--- src/rtl/ram512_dma_pkg.sv ---
// Shared types and defaults for the RAM512 block-copy initiator.
package ram512_dma_pkg;

    localparam int ADDR_W_DEF = 9;
    localparam int DATA_W_DEF = 16;
    localparam int MAX_LEN    = 512;

    typedef enum logic [2:0] {
        IDLE = 3'd0,
        RD   = 3'd1,
        WR   = 3'd2,
        FIN  = 3'd3,
        FILL = 3'd4
    } dma_state_t;

endpackage

--- src/rtl/ram512_dma_ctr.sv ---
// Source/destination pointers with wrap, remaining-word counter and last-word flag.
module ram512_dma_ctr #(
    parameter int ADDR_W = 9
) (
    input  logic              clk,
    input  logic              reset,
    input  logic              load_i,
    input  logic              step_i,
    input  logic [ADDR_W-1:0] src_i,
    input  logic [ADDR_W-1:0] dst_i,
    input  logic [ADDR_W:0]   cnt_i,
    output logic [ADDR_W-1:0] src_ptr_o,
    output logic [ADDR_W-1:0] dst_ptr_o,
    output logic              last_o
);

    logic [ADDR_W-1:0] src_ptr_q, src_ptr_d;
    logic [ADDR_W-1:0] dst_ptr_q, dst_ptr_d;
    logic [ADDR_W:0]   cnt_q, cnt_d;

    // Pointer increments rely on natural ADDR_W-bit overflow for the wrap to 0.
    always_comb begin
        src_ptr_d = src_ptr_q;
        dst_ptr_d = dst_ptr_q;
        cnt_d     = cnt_q;
        if (load_i) begin
            src_ptr_d = src_i;
            dst_ptr_d = dst_i;
            cnt_d     = cnt_i;
        end else if (step_i) begin
            src_ptr_d = src_ptr_q + 1'b1;
            dst_ptr_d = dst_ptr_q + 1'b1;
            cnt_d     = cnt_q - 1'b1;
        end
    end

    always_ff @(posedge clk or posedge reset) begin
        if (reset) begin
            src_ptr_q <= '0;
            dst_ptr_q <= '0;
            cnt_q     <= '0;
        end else begin
            src_ptr_q <= src_ptr_d;
            dst_ptr_q <= dst_ptr_d;
            cnt_q     <= cnt_d;
        end
    end

    assign src_ptr_o = src_ptr_q;
    assign dst_ptr_o = dst_ptr_q;
    assign last_o    = (cnt_q == {{ADDR_W{1'b0}}, 1'b1});

endmodule

--- src/rtl/ram512_dma.sv ---
// RAM512 block-copy initiator: forward word-by-word copy src->dst, two cycles per word.
// Optional constant-fill mode is enabled by defining RAM512_DMA_FILL_EN.
module ram512_dma
    import ram512_dma_pkg::*;
#(
    parameter int ADDR_W = ADDR_W_DEF,
    parameter int DATA_W = DATA_W_DEF
) (
    input  logic              clk,
    input  logic              reset,
    input  logic              start,
    input  logic [ADDR_W-1:0] src,
    input  logic [ADDR_W-1:0] dst,
    input  logic [ADDR_W:0]   len,
`ifdef RAM512_DMA_FILL_EN
    input  logic              fill,
    input  logic [DATA_W-1:0] fill_value,
`endif
    output logic              busy,
    output logic              done,
    output logic [ADDR_W-1:0] mem_address,
    output logic [DATA_W-1:0] mem_in,
    output logic              mem_load,
    input  logic [DATA_W-1:0] mem_out
);

    localparam logic [ADDR_W:0] LEN_MAX = {1'b1, {ADDR_W{1'b0}}};

    dma_state_t        state_q, state_d;
    logic [DATA_W-1:0] data_q;
    logic [ADDR_W-1:0] addr_q;
    logic [DATA_W-1:0] din_q;
    logic [ADDR_W:0]   len_clamped;
    logic [ADDR_W-1:0] src_ptr;
    logic [ADDR_W-1:0] dst_ptr;
    logic              last;
    logic              accept;
    logic              step;
    logic              fill_sel;

`ifdef RAM512_DMA_FILL_EN
    logic              fill_q;
    logic [DATA_W-1:0] fill_value_q;

    assign fill_sel = fill;
`else
    assign fill_sel = 1'b0;
`endif

    assign accept      = (state_q == IDLE) && start;
    assign len_clamped = (len > LEN_MAX) ? LEN_MAX : len;
    assign step        = (state_q == WR) || (state_q == FILL);

    ram512_dma_ctr #(.ADDR_W(ADDR_W)) u_ctr (
        .clk       (clk),
        .reset     (reset),
        .load_i    (accept),
        .step_i    (step),
        .src_i     (src),
        .dst_i     (dst),
        .cnt_i     (len_clamped),
        .src_ptr_o (src_ptr),
        .dst_ptr_o (dst_ptr),
        .last_o    (last)
    );

    always_ff @(posedge clk or posedge reset) begin
        if (reset) begin
            state_q <= IDLE;
        end else begin
            state_q <= state_d;
        end
    end

    always_comb begin
        state_d = state_q;
        case (state_q)
            IDLE: begin
                if (start) begin
                    if (len_clamped == '0) begin
                        state_d = FIN;
                    end else if (fill_sel) begin
                        state_d = FILL;
                    end else begin
                        state_d = RD;
                    end
                end
            end
            RD:  state_d = WR;
            WR:  state_d = last ? FIN : RD;
`ifdef RAM512_DMA_FILL_EN
            FILL: state_d = last ? FIN : FILL;
`endif
            FIN: state_d = IDLE;
            default: state_d = IDLE;
        endcase
    end

    // Address and write data fall back to the held copies so they keep their last value when idle.
    always_comb begin
        busy        = (state_q != IDLE);
        done        = (state_q == FIN);
        mem_load    = 1'b0;
        mem_address = addr_q;
        mem_in      = din_q;
        case (state_q)
            RD: begin
                mem_address = src_ptr;
            end
            WR: begin
                mem_address = dst_ptr;
                mem_in      = data_q;
                mem_load    = 1'b1;
            end
`ifdef RAM512_DMA_FILL_EN
            FILL: begin
                mem_address = dst_ptr;
                mem_in      = fill_value_q;
                mem_load    = 1'b1;
            end
`endif
            default: begin
                mem_load = 1'b0;
            end
        endcase
    end

    always_ff @(posedge clk or posedge reset) begin
        if (reset) begin
            data_q <= '0;
            addr_q <= '0;
            din_q  <= '0;
        end else begin
            addr_q <= mem_address;
            din_q  <= mem_in;
            if (state_q == RD) begin
                data_q <= mem_out;
            end
        end
    end

`ifdef RAM512_DMA_FILL_EN
    always_ff @(posedge clk or posedge reset) begin
        if (reset) begin
            fill_q       <= 1'b0;
            fill_value_q <= '0;
        end else if (accept) begin
            fill_q       <= fill;
            fill_value_q <= fill_value;
        end
    end
`endif

endmodule

--- config.mk ---
export PLATFORM = sky130hd
export DESIGN_NAME = ram512_dma
export DESIGN_NICKNAME = d
export VERILOG_FILES = /design/src/rtl/ram512_dma_pkg.sv /design/src/rtl/ram512_dma_ctr.sv /design/src/rtl/ram512_dma.sv
export SDC_FILE = /design/constraint.sdc
export NUM_CORES = 1
export LEC_CHECK = 0
export ABC_AREA = 1
export ABC_CLOCK_PERIOD_IN_PS = 2520
export CORE_ASPECT_RATIO = 0.7
export CORE_MARGIN = 1
export CORE_UTILIZATION = 45
export CTS_BUF_LIST = sky130_fd_sc_hd__clkbuf_4 sky130_fd_sc_hd__clkbuf_8
export CTS_CLUSTER_DIAMETER = 60
export DETAILED_ROUTE_END_ITERATION = 7
export DONT_BUFFER_PORTS = 1
export GPL_TIMING_DRIVEN = 0
export HOLD_SLACK_MARGIN = 0.12
export SKIP_LAST_GASP = 1
export SYNTH_ARGS = -nofsm -noshare
export SYNTH_HDL_FRONTEND = slang
export SYNTH_SLANG_ARGS = --single-unit
--- constraint.sdc ---
create_clock -name clk -period 2.52 [get_ports clk]
set_clock_uncertainty 0.2 [all_clocks]
set_input_delay 0.504 -clock clk [delete_from_list [all_inputs] [get_ports clk]]
set_output_delay 0.504 -clock clk [all_outputs]
set_load 0.02 [all_outputs]
[After elaboration in Yosys (flattened, before gate mapping)]
Index checks and enable logic that the tools add are counted.
Storage, ports and cells
  bits in registers: 72
  output and inout port bits: 28
  logic and storage cells: 37
Cells by class
  add/subtract/negate cells: 3
  magnitude comparators: 1
  equality and inequality tests: 6
  mux-type cells: 14
  reductions and logical operators: 6
Operators with widths (count)
  2-to-1 mux 9 bit: 4
  2-to-1 mux 10 bit: 3
  adder 9 x 1 -> 9 bit (second input constant): 2
  one-hot mux 9 bit (2 select lines): 1
  2-to-1 mux 16 bit: 1
  equality test 10 x 1 -> 1 bit (second input constant): 1
  > comparator 10 bit (second input constant): 1
  logical NOT 10 bit: 1
  subtractor 10 x 1 -> 10 bit (second input constant): 1
  one-hot mux 3 bit (3 select lines): 1
  equality test 3 x 2 -> 1 bit (second input constant): 2
  2-to-1 mux 2 bit: 2
  equality test 3 x 1 -> 1 bit (second input constant): 1
  equality test 3 bit (second input constant): 1
  logical NOT 3 bit: 1
  2-to-1 mux 3 bit: 1
  nonzero test 3 bit: 1
  inequality test 2 bit (second input constant): 1
  nonzero test 2 bit: 1
  logical AND 1 bit: 1
  logical OR 1 bit: 1
  2-to-1 mux 1 bit: 1

[Logic depth before layout (Yosys ltp)]
Gate-level depths: netlist of run 1.
  depth after elaboration: 6
  depth in mapped cells: 10
  mapped depth without buffers: 10

[Modules after synthesis]
From an unflattened synthesis of run 1, not the netlist that was laid out.
Unflattened totals
  cell total of the unflattened synthesis: 446
  area total of the unflattened synthesis: 3613.5 um^2
Modules (own cells, without submodules)
  ram512_dma: times used 1, cells each 226, area an instance 1879.3 um^2
  ram512_dma_ctr: times used 1, cells each 220, area an instance 1734.2 um^2

[Worst setup path after synthesis of run 1]
Ideal clock, no wire load.
  path type: register to output
  start point: register state_q[0]
  end point: output mem_in[3]
  arrival time: 1.753 ns
  slack: 0.063 ns
  cell stages (with the launch flop): 7
  cell sequence: dfrtp_1 > inv_1 > ha_1 > inv_2 > buf_6 > buf_2 > o21ai_0
On the way
  word-level cells in the longest chain between the ends: 2
Ends and longest elaborated chain
  from (decl): RTL line ram512_dma.sv:29  | dma_state_t state_q, state_d;
  from (signal assigned): RTL line ram512_dma.sv:71  | state_q <= state_d;
  equality test 3 x 2 -> 1 bit: RTL line ram512_dma.sv:106  | case (state_q)
  2-to-1 mux 16 bit: RTL line ram512_dma.sv:106
  to (decl): RTL line ram512_dma.sv:22  | output logic [DATA_W-1:0] mem_in,
No other way between the ends.

[Worst setup path in the final report of run 1]
  start point: register state_q[1]
  end point: output mem_in[1]
The elaborated chain is that of the path after synthesis.

==> metrics.txt, run 1 <==
fin crit period 2.43 ns; DRC Markers 0; xor and xnor area share after synthesis 0.0301; placed cells 532; die height 75.7 µm; effective utilization at floorplan 0.472; WP data required 1.82 ns; Synth area leaders dfrtp_1 51%, nand2_1 15%, nor2_1 4.4%; clk sinks 71; fraction of the cycle the final worst path needs 0.964; Post-Synth Adder-Cell Area 0.0287; antenna cells 0; post-layout util 0.608; slowest CP cell dfrtp_2; WP data arrival 1.72 ns; IR Drop Worst-Case VDD 0.751 mV; Synth Flop Type dfrtp_1; Fin Hold WS 0.137 ns; gr ovfl total 0; die area 0.00811 mm²; share of layout cells above drive strength 1 0.141; Synth Instances 434; kind of critical path reg2out; Placer Congestion 0.832; top-level port count 75; FP Rows 26; TritonCTS clock tree yes; CTS clk-pin slew, worst paths 0.08 ns; pre-CTS setup slack -0.224 ns; outcome finished clean; initial antenna violation count 0; Slew headroom 0.414; All-Layer GR Usage 0.231; max incr delay on CP 0.46 ns; worst hold path class in2reg; top-area cell type share of the netlist area 0.509; CTS Buf Count 9; max_cap viols 0; CP Max Fanout 10; aggregate routed wire length 8700 µm; Final ANT Viol Nets 0; ys async rst share 1.00; Final #Nets 533; H-tree levels 3; number of global-route vias before repair 2804; first-pass GRT wire length 14000 µm; Leak Pwr 2.04 nW; Routed WL per cell 15.0 µm; via count 2980; Area Overhead vs Synth 28.7%; multiplexer share of the synthesized area 0; Area after DPL 0.00361 mm²; die width 107 µm; fillcell total 658; Layout Cells excl Fill 581; Fmax 0.412 GHz; Mapped Avg Cell Area 8.04 µm²; via/cell ratio 5.13; post-synthesis compound-gate area fraction 0.104; Post-Synth Simple-Gate Area 0.260; Final Hold Viols 0; synthesis-stage register bit count 71; clock tree buffer depth 2; largest net degree at the start of global routing 72; Worst Tran Pin Value 0.878 ns; RSZ-0062 raised after global routing false; initial DRC count 140; Yosys top cell by area dfrtp_1; Core ar. 0.00738 mm²; Post-synth EDFFs 0; clock root cell clkbuf_8; Clock Latency Late Sink 0.34 ns; design area 0.00449 mm²; library cells used by synthesis 31; final worst slack 0.0914 ns; Syn Nets 489; final slew viol count 0; Cell Pwr Density 1420 mW/mm²; IO Port Bufs 0; dpl hpwl 6000 µm; final setup violation count 0; Syn. warnings 0; Critical Path Start Type register; CP Capture Type output port; DRT Pass-1 Iters 5; largest family of logic cells by synthesized area simple AND/OR/NAND/NOR gates; Seq/Total Area, Yosys 0.509; mapped cell area 0.00349 mm²; crit path cell chain ha_4 -> inv_2 -> buf_12 -> buf_8 -> nand2_1 -> o21ai_4
==> final cells by class <==
type                       instances  area (µm²)  area share
sequential                        71        1780       0.396
inverter                          40         153      0.0340
clock inverter                     5        81.3      0.0181
multi-input combinational        307        1730       0.385
tap                               98         123      0.0273
timing repair buffer              35         348      0.0775
buffer                            14         133      0.0296
clock buffer                      11         145      0.0323
==> routing by layer <==
layer | wire length [µm] | vias to the layer above | global-route usage
li1 | - | 1480 | -
met1 | 4110 | 1413 | 0.317
met2 | 3950 | 80 | 0.356
met3 | 582 | 7 | 0.0838
met4 | 60 | 0 | 0.0441
met5 | 0 | - | 0
==> where the power goes <==
group          internal (mW)  switching [mW]
clock                  0.596           0.429
sequential              1.70           0.356
combinational           1.14            2.18
==> per-stage QoR <==
step	power (mW)	TNS [ns]
2_1_floorplan	4.03	0
3_3_place_gp	4.58	-55.40
3_5_place_dp	4.64	-1.32
4_1_cts	6.40	0
5_1_grt	6.90	0
6_report	6.39	0
==> worst paths after layout <==
kind	from	endpoint	slack (ns)	depth (start not counted)
worst max-delay path	state_q[1]	mem_in[1]	0.09	6
worst min-delay path	start	state_q[1]	0.14	3
worst max register to register	state_q[1]	u_ctr.cnt_q[3]	0.70	8
worst min register to register	data_q[8]	data_q[8]	0.28	2
max in group asynchronous	reset	addr_q[7]	0.91	2
min in group asynchronous	reset	data_q[5]	0.62	2
==> cells by family (layout without fill, tap and decap cells) <==
| group | after synthesis | in the layout |
|---|---|---|
| simple gates | 221 | 221 |
| flops | 71 | 71 |
| compound gates | 66 | 66 |
| buf+inv | 56 | 105 |
| xor+xnor | 12 | 12 |
| fa+ha+maj | 8 | 8 |
==> worst max-delay path: cells and delay by family, from the launching register on <==
| kind | cells | cell delay, ns |
|---|---|---|
| compound gates | 1 | 0.12 |
| fa+ha+maj | 1 | 0.22 |
| buf+inv | 3 | 0.47 |
| flops | 1 | 0.46 |
| simple gates | 1 | 0.10 |
==> cell usage after synthesis (2+ instances only) <==
master,number
a31oi_1,10
inv_1,38
clkbuf_1,4
nor2_2,3
nor2_1,41
dfrtp_1,71
buf_2,9
ha_1,8
nand2_1,141
xor2_1,7
o21ai_1,5
nor3_1,2
nand2_2,2
xnor2_1,5
a21oi_1,17
inv_2,2
nand3_1,23
o211ai_1,3
buf_4,2
o21ai_0,26
nand4_1,5
==> flip-flops by register name (all words and copies together) (netlist names) <==
| signal | count |
|---|---|
| addr_q | 9 |
| data_q | 16 |
| din_q | 16 |
| state_q | 2 |
| u_ctr.cnt_q | 10 |
| u_ctr.dst_ptr_o | 9 |
| u_ctr.src_ptr_o | 9 |
==> cells in the final DEF, fill, tap and decap left out, drive strengths merged <==
cell         Yosys  final
inv             40     40
a31oi           10     10
a21oi           17     17
clkbuf           4     14
ha               8      8
xnor2            5      5
o31ai            1      1
dlygate4sd3      0     34
nor3             2      2
a22o             1      1
nor2            45     45
xor2             7      7
clkinv           0      2
nand3           23     23
clkinvlp         0      1
buf             12     12
o21bai           1      1
bufinv           0      2
dfrtp           71     71
o211ai           3      3
or2              1      1
o22ai            1      1
nand3b           1      1
nand2          144    144
nand4            5      5
o21ai           31     31
a22oi            1      1
==> repair_timing <==
action,in CTS,in global routing
endpoints found under the setup margin,25,22
buffers inserted,1,0
resized for setup,64,7
pin swaps,2,5
hold buffers,34,0
hold endpoints to repair,104,0
Note: power is estimated with default switching activity, not from simulation.
==> inputs of run 2 (changes only) <==
Settings changed: CELL_PAD_IN_SITES_DETAIL_PLACEMENT set to 2, CELL_PAD_IN_SITES_GLOBAL_PLACEMENT set to 2, CORE_UTILIZATION 45 to 34, PLACE_DENSITY_LB_ADDON set to 0.1, SYNTH_HIERARCHICAL set to 1.
==> run 2 against run 1 <==
Compared with the run above:
- area after synthesis rose by 3.6%
- combinational power rose by 21%
- the flow now finishes with violations (DRC, setup timing)
- via count rose by 9.6%
- core utilization fell by 14 points
==> metrics.txt, run 2 <==
Regs by FF count data_q: 16 flops, din_q: 16 flops, u_ctr/cnt_q: 10 flops; via/cell ratio 5.12 (-0.19%); Synth Flop Type dfrtp_1; Final Hold Viols 0 (unchanged); Post-synth EDFFs 0 (unchanged); fraction of the cycle the final worst path needs 1.02 (+0.0595); WP data required 1.82 ns (about the same); die width 125 µm (+17%); max_cap viols 0 (unchanged); Yosys top cell by area dfrtp_1; most frequent cells after synthesis 123 x nand2_1, 71 x dfrtp_1, 53 x inv_1; effective utilization at floorplan 0.349 (-0.123); IO Port Bufs 0 (unchanged); first-pass GRT wire length 20000 µm (+43%); design area 0.00481 mm² (+7.2%); IR Drop Worst-Case VDD 0.657 mV (-13%); DRC Markers 16 (+16); ys async rst share 1.00 (unchanged); top-level port count 75 (unchanged); via count 3266 (+9.6%); commonest non-fill, non-tap cell in the layout nand2_1; Area after DPL 0.00380 mm² (+5.1%); initial antenna violation count 0 (unchanged); Area Overhead vs Synth 33.2%; Worst Tran Pin Value 1.20 ns (+0.323 ns); synthesis-stage register bit count 71 (unchanged); fin crit period 2.58 ns (+0.150 ns); library cells used by synthesis 30 (-3.2%); Design Power 6.94 mW (+8.5%); kind of critical path reg2out; most frequent cells in the layout 123 x nand2_1, 70 x dfrtp_1, 49 x inv_1, 36 x dlygate4sd3_1, 32 x nor2_1; Core ar. 0.0104 mm² (+40%); Synth area leaders dfrtp_1 49%, nand2_1 13%, inv_1 5.5%; failing checks DRC, setup timing; Clock Latency Late Sink 0.36 ns (+0.02 ns); initial DRC count 129 (-7.9%); Cell Pwr Density 1440 mW/mm² (+1.2%); share of layout cells above drive strength 1 0.182 (+0.0414); Syn. warnings 6 (+6); Fin Hold WS 0.144 ns (+0.00698 ns); clock tree buffer depth 2 (unchanged); Seq/Total Area, Yosys 0.492 (-0.0176); FP Rows 31 (+19%); largest net degree at the start of global routing 42 (-42%); Placer Congestion 0.785 (-5.6%); Mapped Avg Cell Area 8.10 µm² (+0.80%); clock root cell clkbuf_8; CP Capture Type output port; top-area cell type share of the netlist area 0.492 (-0.0176); die area 0.0111 mm² (+36%); Slew headroom 0.198 (-0.216); DRT Pass-1 Iters 6 (+1); dpl hpwl 8220 µm (+37%); gr ovfl total 0 (unchanged); number of global-route vias before repair 3686 (+31%); RSZ-0062 raised after global routing true; Critical Path Source state_q[0]; CTS Buf Count 9 (unchanged); mapped cell area 0.00361 mm² (+3.6%); die height 88.3 µm (+17%); Final ANT Viol Nets 0 (unchanged); r2r startpoint state_q[0]; Synth Instances 446 (+2.8%); post-layout util 0.465 (-0.143); worst hold path class in2async; TritonCTS clock tree yes; aggregate routed wire length 12600 µm (+45%); final slew viol count 0 (unchanged); All-Layer GR Usage 0.241 (+0.0103); Critical Path Start Type register; CTS clk-pin slew, worst paths 0.08 ns (about the same); clk sinks 71 (unchanged); Leak Pwr 2.15 nW (+5.1%); final worst slack -0.0586 ns (-0.150 ns); Fmax 0.388 GHz (-5.8%); H-tree levels 3 (unchanged); Routed WL per cell 19.7 µm (+32%); CP Max Fanout 10 (unchanged); outcome finished, violations left; final setup TNS -0.337 ns (-0.337 ns); count leader, synth nand2_1; Syn Nets 501 (+2.5%); final setup violation count 17 (+17); Final #Nets 556 (+4.3%); WP data arrival 1.87 ns (+0.15 ns)
-- run 2: cells by family after synthesis --
| kind of cell | after synthesis | synth area share |
|---|---|---|
| fa+ha+maj | 8 | 0.0277 |
| xor+xnor | 9 | 0.0218 |
| buf+inv | 76 | 0.0893 |
| simple gates | 204 | 0.235 |
| flops | 71 | 0.492 |
| compound gates | 78 | 0.134 |
-- run 2: worst paths after layout --
path / end / slack, ns / cells past startpoint
setup / recovery: mem_in[8] / -0.06 / 5
hold / removal: u_ctr/dst_ptr_o[7] / 0.14 / 1
setup reg to reg: u_ctr/cnt_q[2] / 0.31 / 9
hold reg to reg: din_q[9] / 0.35 / 2
max in group asynchronous: u_ctr/cnt_q[5] / 1.23 / 1
min in group clk: u_ctr/cnt_q[9] / 0.20 / 3
-- run 2: power breakdown --
| group | switching, mW | total [mW] | internal (mW) |
|---|---|---|---|
| clock network | 0.455 | 0.840 | 0.385 |
| logic | 2.58 | 3.99 | 1.41 |
| registers | 0.419 | 2.11 | 1.69 |
| total | 3.45 | 6.94 | 3.49 |
-- run 2: layout make-up --
class	instances	area, µm²
fill	1129	5540
multi-input combinational	299	1860
sequential	71	1780
timing repair buffer	46	469
inverter	57	220
tap	132	165
buffer	17	151
clock buffer	11	145
clock inverter	4	22.5
antenna	1	2.50
-- run 2: timing repair --
item,CTS,global route
setup endpoints to repair,48,25
endpoints found under the hold margin,78,0
gates cloned,1,0
buffers inserted,4,4
pin swaps,14,8
hold buffers,36,0
gates resized for setup,83,16
-- run 2: worst max-delay path: stages (launching register included) --
cell	delay (ns)
dfrtp_1	0.42
inv_2	0.11
ha_4	0.27
clkinvlp_4	0.24
buf_12	0.22
o21ai_4	0.25
-- run 2: layer usage --
layer / part of all wire / global-route usage / routed length, µm
met1: 0.46 / 0.309 / 5730
met2: 0.49 / 0.414 / 6170
met3: 0.044 / 0.0580 / 553
met4: 0.011 / 0.0643 / 133
met5: 0 / 0 / 0
-- run 2: through the flow --
step                worst slack (ns)  std cells
finish                       -0.0586        638
global route                  -0.117        637
detailed placement            -0.604        579
global placement              -0.534        578
CTS                          -0.0110        634
floorplan                     0.0108        446
